--- src/rtl/sign_window_sched_if.sv ---
// rtl/sign_window_sched_if.sv - control, bitstream and result signals of the sign window scheduler
// Ports (slave = scheduler side):
//   start, win_len, abort   window request / abort from the controller
//   in_bits                 one unary bit per channel from the SNG/RNG bank
//   bs_clr, bs_en           clear pulse and enable back to the generators
//   busy                    scheduler not idle
//   sign_vld, sign_rdy,
//   sign_out                captured signs with valid/ready handshake
interface sign_window_sched_if #(
    parameter int NCH  = 4,
    parameter int LENW = 8
);
    logic            start;
    logic [LENW-1:0] win_len;
    logic            abort;
    logic [NCH-1:0]  in_bits;
    logic            bs_clr;
    logic            bs_en;
    logic            busy;
    logic            sign_vld;
    logic            sign_rdy;
    logic [NCH-1:0]  sign_out;

    modport master (
        output start, win_len, abort, in_bits, sign_rdy,
        input  bs_clr, bs_en, busy, sign_vld, sign_out
    );

    modport slave (
        input  start, win_len, abort, in_bits, sign_rdy,
        output bs_clr, bs_en, busy, sign_vld, sign_out
    );
endinterface

--- src/rtl/sign_window_sched.sv ---
// rtl/sign_window_sched.sv - windowed sign evaluation of NCH bipolar unary bitstreams
// Ports:
//   clk      clock
//   rst_n    asynchronous active-low reset
//   bus      sign_window_sched_if.slave (request, bitstream, result signals)
// One saturating DEP-bit up/down counter per channel runs for win_len cycles
// after a one-cycle generator clear; sign = ~counter MSB is captured for all
// channels at once and held until the downstream handshake.
module sign_window_sched #(
    parameter int NCH  = 4,
    parameter int DEP  = 3,
    parameter int LENW = 8
) (
    input  logic               clk,
    input  logic               rst_n,
    sign_window_sched_if.slave bus
);
    localparam logic [DEP-1:0]  CNT_MID = {1'b1, {(DEP-1){1'b0}}};
    localparam logic [DEP-1:0]  CNT_MAX = '1;
    localparam logic [LENW-1:0] REM_ONE = LENW'(1);

    typedef enum logic [1:0] {
        S_IDLE,
        S_CLR,
        S_RUN,
        S_HOLD
    } state_t;

    state_t          state_q;
    state_t          state_d;
    logic [LENW-1:0] rem_q;
    logic [DEP-1:0]  cnt_q [NCH];
    logic [DEP-1:0]  cnt_d [NCH];
    logic [NCH-1:0]  sign_q;
    logic [NCH-1:0]  sign_d;
    logic            abort_hit;
    logic            start_acc;

    // Abort only has an effect outside IDLE, but it still outranks a start.
    assign abort_hit = bus.abort && (state_q != S_IDLE);
    assign start_acc = (state_q == S_IDLE) && bus.start && !bus.abort
                       && (bus.win_len != '0);

    always_ff @(posedge clk or negedge rst_n) begin
        if (!rst_n) begin
            state_q <= S_IDLE;
        end else begin
            state_q <= state_d;
        end
    end

    // Next state plus outputs, all decoded from the registered state.
    always_comb begin
        state_d      = state_q;
        bus.bs_clr   = 1'b0;
        bus.bs_en    = 1'b0;
        bus.busy     = 1'b1;
        bus.sign_vld = 1'b0;
        case (state_q)
            S_IDLE: begin
                bus.busy = 1'b0;
                if (start_acc) state_d = S_CLR;
            end
            S_CLR: begin
                bus.bs_clr = 1'b1;
                state_d    = S_RUN;
            end
            S_RUN: begin
                bus.bs_en = 1'b1;
                if (rem_q == REM_ONE) state_d = S_HOLD;
            end
            S_HOLD: begin
                bus.sign_vld = 1'b1;
                if (bus.sign_rdy) state_d = S_IDLE;
            end
            default: state_d = S_IDLE;
        endcase
        if (abort_hit) state_d = S_IDLE;
    end

    // Saturating counter update; sign_d reflects the value after this cycle's bit.
    always_comb begin
        for (int i = 0; i < NCH; i++) begin
            cnt_d[i] = cnt_q[i];
            if (bus.in_bits[i] && (cnt_q[i] != CNT_MAX)) begin
                cnt_d[i] = cnt_q[i] + 1'b1;
            end else if (!bus.in_bits[i] && (cnt_q[i] != '0)) begin
                cnt_d[i] = cnt_q[i] - 1'b1;
            end
            sign_d[i] = ~cnt_d[i][DEP-1];
        end
    end

    always_ff @(posedge clk or negedge rst_n) begin
        if (!rst_n) begin
            rem_q  <= '0;
            sign_q <= '0;
            for (int i = 0; i < NCH; i++) cnt_q[i] <= CNT_MID;
        end else if (abort_hit) begin
            rem_q <= '0;
            for (int i = 0; i < NCH; i++) cnt_q[i] <= CNT_MID;
        end else begin
            if (start_acc) rem_q <= bus.win_len;
            if (state_q == S_CLR) begin
                for (int i = 0; i < NCH; i++) cnt_q[i] <= CNT_MID;
            end
            if (state_q == S_RUN) begin
                rem_q <= rem_q - 1'b1;
                for (int i = 0; i < NCH; i++) cnt_q[i] <= cnt_d[i];
                if (rem_q == REM_ONE) sign_q <= sign_d;
            end
        end
    end

    assign bus.sign_out = sign_q;
endmodule

--- src/flat_wrapper.sv ---
// flat-port wrapper written by rule: the top's interface ports become plain ports
module sign_window_sched_flat 
#(
    parameter int NCH  = 4,
    parameter int DEP  = 3,
    parameter int LENW = 8
)
  (clk, rst_n, bus_start, bus_win_len, bus_abort, bus_in_bits, bus_sign_rdy, bus_bs_clr, bus_bs_en, bus_busy, bus_sign_vld, bus_sign_out);
  sign_window_sched_if #(.NCH(NCH), .LENW(LENW)) bus_i ();
  input  logic clk;
  input  logic rst_n;
  input wire logic [$bits(bus_i.start)-1:0] bus_start;
  input wire logic [$bits(bus_i.win_len)-1:0] bus_win_len;
  input wire logic [$bits(bus_i.abort)-1:0] bus_abort;
  input wire logic [$bits(bus_i.in_bits)-1:0] bus_in_bits;
  input wire logic [$bits(bus_i.sign_rdy)-1:0] bus_sign_rdy;
  output wire logic [$bits(bus_i.bs_clr)-1:0] bus_bs_clr;
  output wire logic [$bits(bus_i.bs_en)-1:0] bus_bs_en;
  output wire logic [$bits(bus_i.busy)-1:0] bus_busy;
  output wire logic [$bits(bus_i.sign_vld)-1:0] bus_sign_vld;
  output wire logic [$bits(bus_i.sign_out)-1:0] bus_sign_out;
  assign bus_i.start = bus_start;
  assign bus_i.win_len = bus_win_len;
  assign bus_i.abort = bus_abort;
  assign bus_i.in_bits = bus_in_bits;
  assign bus_i.sign_rdy = bus_sign_rdy;
  assign bus_bs_clr = bus_i.bs_clr;
  assign bus_bs_en = bus_i.bs_en;
  assign bus_busy = bus_i.busy;
  assign bus_sign_vld = bus_i.sign_vld;
  assign bus_sign_out = bus_i.sign_out;
  sign_window_sched #(.NCH(NCH), .DEP(DEP), .LENW(LENW)) u_core (.clk(clk), .rst_n(rst_n), .bus(bus_i));
endmodule
--- config.mk ---
export PLATFORM = sky130hd
export DESIGN_NAME = sign_window_sched_flat
export DESIGN_NICKNAME = d
export VERILOG_FILES = /design/src/rtl/sign_window_sched_if.sv /design/src/rtl/sign_window_sched.sv /design/src/flat_wrapper.sv
export SDC_FILE = /design/constraint.sdc
export NUM_CORES = 1
export LEC_CHECK = 0
export BUFFER_PORTS_ARGS = -buffer_cell sky130_fd_sc_hd__buf_2
export CORE_MARGIN = 1
export CORE_UTILIZATION = 58
export CTS_CLUSTER_DIAMETER = 30
export CTS_CLUSTER_SIZE = 16
export DETAILED_ROUTE_END_ITERATION = 10
export GPL_ROUTABILITY_DRIVEN = 0
export GPL_TIMING_DRIVEN = 0
export PLACE_DENSITY_LB_ADDON = 0.25
export SLEW_MARGIN = 10
export SYNTH_ARGS = -nofsm -noshare
export SYNTH_HDL_FRONTEND = slang
export SYNTH_SLANG_ARGS = --single-unit
--- constraint.sdc ---
create_clock -name clk -period 2 [get_ports clk]
set_clock_uncertainty 0.05 [all_clocks]
set_input_delay 0.5 -clock clk [delete_from_list [all_inputs] [get_ports clk]]
set_output_delay 0.5 -clock clk [all_outputs]
set_load 0.01 [all_outputs]
==> impl_metrics.env <==
export IMPL_viasPerCell=5.85
export IMPL_drt_iter0_drc=76
export IMPL_dieWidth_um=62.3
export IMPL_multi_input_area_um2=1380
export IMPL_syn_avg_cell_area_um2=9.42
export IMPL_start_util_pct=61.8
export IMPL_nets=292
export IMPL_post_cts_setup_buffers=0
export IMPL_yosysMostFrequentCell="a21oi_1"
export IMPL_preCtsSetupSlack_ns=-0.0583
export IMPL_pwr_share_comb_pct=59.6
export IMPL_final_layout_size_suffix_gt1_share_pct=18.7
export IMPL_ios=25
export IMPL_syn_area_um2=2110
export IMPL_setup_ws_ns=0.124
export IMPL_grt_pass1_vias=1724
export IMPL_drc_errors=0
export IMPL_routed_via_count=1744
export IMPL_rsz0062_at_grt="no"
export IMPL_yosysWarnings=0
export IMPL_tritoncts="yes"
export IMPL_first_pass_iters=5
export IMPL_drtAntennaViolNets=0
export IMPL_postPlaceCellArea_um2=2290
export IMPL_synth_async_reset_ratio_pct=100
export IMPL_numCtsBuffers=3
export IMPL_h_tree_depth=1
export IMPL_maxSlewViolCount=0
export IMPL_status="finished clean"
export IMPL_slowest_delay_ns=0.43
export IMPL_grt_max_degree=27
export IMPL_die_area_um2=3880
export IMPL_insertedDiodeCount=0
export IMPL_clkSinkCount=26
export IMPL_fp_row_count=21
export IMPL_ys_types=51
export IMPL_die_y_um=62.3
export IMPL_critPathTopFamily="simple AND/OR/NAND/NOR gates"
export IMPL_regArea_um2=656
export IMPL_ir_drop_mv=0.844
export IMPL_ys_flop_type="dfrtp_1"
export IMPL_period_share_pct=93.8
export IMPL_p_int_uw=1600
export IMPL_seq_area_frac_synth_pct=31.1
export IMPL_cts_root_buf="clkbuf_4"
export IMPL_insertion_delay_ns=0.33
export IMPL_holdCritPathClass="in2async"
export IMPL_synth_compound_area_share_pct=21.4
export IMPL_grt_pass1_wl_um=7610
export IMPL_crit_type="reg2reg"
export IMPL_synthToLayoutAreaGrowth_pct=10.6
export IMPL_synth_adder_area_share_pct=13.0
export IMPL_cp_arrival_ns=2.04
export IMPL_grt_overflow_total=0
export IMPL_synth_top_cell_by_area="dfrtp_1"
export IMPL_clockBufferDepth=2
export IMPL_final_setup_viol_count=0
export IMPL_start_kind="flop"
export IMPL_cp_buffers_inverters=1
export IMPL_final_min_clock_period_ns=1.88
export IMPL_drv_cap=0
export IMPL_antenna_found_initial=0
export IMPL_switching_share_pct=45.8
export IMPL_synthMuxAreaShare_pct=4.27
export IMPL_core_area_um2=3420
export IMPL_cp_max_fo=9
export IMPL_clk_pin_slew_ns=0.14
export IMPL_crit_path_end_kind="flop"
export IMPL_nFillCells=298
export IMPL_pwr_share_seq_pct=32.3
export IMPL_synth_seq_cells=26
export IMPL_hold_violations=0
export IMPL_max_freq_ghz=0.533
export IMPL_synth_simple_area_share_pct=23.8
export IMPL_totalPowerFinal_uw=2960
export IMPL_crit_path_frequent_cell="o2111ai_1"
export IMPL_syn_num_nets=263
export IMPL_synth_xor_area_share_pct=2.08
export IMPL_p_sw_uw=1350
export IMPL_numPortBuffers=24
export IMPL_routedWlPerCell_um=14.4
export IMPL_netlist_top_cells_count="23 x a21oi_1, 22 x dfrtp_1, 22 x ha_1, 18 x nand2_1, 17 x inv_1"
export IMPL_tightestPinTransition_ns=0.576
export IMPL_cts_hold_buf=0
export IMPL_clockPowerShare_pct=8.1
export IMPL_gr_usage_all_layers_pct=24.6
export IMPL_synth_top_family_by_area="simple AND/OR/NAND/NOR gates"
export IMPL_power_leakage_uw=0.00102
export IMPL_drt_total_wl_um=4290
export IMPL_critPathRequiredTime_ns=2.16
export IMPL_synth_edf_count=0
export IMPL_dp_hpwl_um=3210
export IMPL_slowest_stage="dfrtp_1"
export IMPL_powerDensity_nw_per_um2=1270
export IMPL_yosys_area_top_type_share_pct=26.1
export IMPL_path_cells="inv_1 -> ha_4 -> nand2b_1 -> nand2_1 -> o2111ai_1 -> o2111ai_1"
export IMPL_design_area_um2=2330
export IMPL_syn_inst=224
export IMPL_yosys_top_cells_area="dfrtp_1 26%, ha_1 13%, a21oi_1 5.5%, dfstp_2 5.0%, mux2i_1 4.3%"
export IMPL_max_slew_margin_pct=61.6
-- registers in the layout, indices dropped and copies added, names as in the netlist --
signal	cells
u_core.bus.sign_out	4
u_core.cnt_q	12
u_core.rem_q	8
u_core.state_q	2
-- routing by layer --
metal | vias to the layer above | share of wire (%) | wire (µm) | GRT usage [%]
met4 | 0 | 0.77 | 33 | 6.69
li1 | 885 | - | - | -
met5 | - | 0 | 0 | 0
met3 | 4 | 2.9 | 125 | 4.41
met1 | 818 | 48 | 2050 | 31.9
met2 | 37 | 49 | 2090 | 42.0
-- layout make-up --
| class | count | share of cell area [%] |
|---|---|---|
| tap | 46 | 2.47 |
| inverter | 18 | 2.90 |
| buffer | 6 | 1.07 |
| clock buffer | 4 | 1.13 |
| multi-input combinational | 174 | 59.2 |
| sequential | 26 | 28.1 |
| timing repair buffer | 24 | 5.15 |
-- cells in the final DEF (no fill, tap or decap), types with 4 or more instances in the layout --
cell type,count
dfstp_2,4
a41o_1,4
or3b_1,4
xnor2_1,4
nand2_1,18
a41oi_1,4
o32ai_1,4
o21ai_0,5
dfrtp_1,22
nor4b_1,4
nor2_1,11
a21oi_1,23
and4_1,4
nand2b_1,7
o21ai_1,4
buf_2,25
nor2b_1,5
mux2i_1,9
ha_1,21
inv_1,17
clkbuf_1,4
-- path summary, 6_finish.rpt --
check                                  startpoint                     end  slack, ns  cells past startpoint
max                             u_core.state_q[1]       u_core.state_q[1]       0.12                      6
max in group asynchronous                   rst_n        u_core.cnt_q[11]       1.43                      1
min reg2reg                u_core.bus.sign_out[0]  u_core.bus.sign_out[0]       0.48                      2
max reg2reg                     u_core.state_q[1]       u_core.state_q[1]       0.12                      6
min in group clk                   bus_win_len[4]         u_core.rem_q[4]       0.39                      2
min                                         rst_n         u_core.rem_q[5]       0.09                      1
-- timing repair --
| action | 4_1_cts | 5_1_grt |
|---|---|---|
| hold endpoints to repair | 0 | 0 |
| endpoints found under the setup margin | 1 | 4 |
| resized for setup | 1 | 3 |
| gates cloned | 0 | 0 |
-- cell families after synthesis --
group	count (synthesis)
and+or+nand+nor	74
muxes	9
adders and majority gates	22
xor gates and xnor gates	5
AOI/OAI and AO/OA	64
buffers and inverters	24
DFF	26
-- power by group through the flow --
stage          combinational, µW  sequential (µW)  clock [µW]
2_1_floorplan               1310              933           0
3_3_place_gp                1680              952           0
3_5_place_dp                1710              960           0
4_1_cts                     1720              950         253
5_1_grt                     2000              992         271
6_report                    1760              955         241
-- stage by stage --
step / instances / utilization (%) / hold slack, ns / setup TNS, ns
CTS: 298 / 67.8 / 0.102 / 0
floorplan: 224 / - / 0.154 / 0
global route: 298 / 68.3 / 0.123 / 0
detailed placement: 294 / 67.0 / 0.467 / -0.0583
finish: 298 / 68.3 / 0.0887 / 0
global placement: 294 / 67.0 / 0.454 / -0.0117
(Power assumes the default switching activity.)
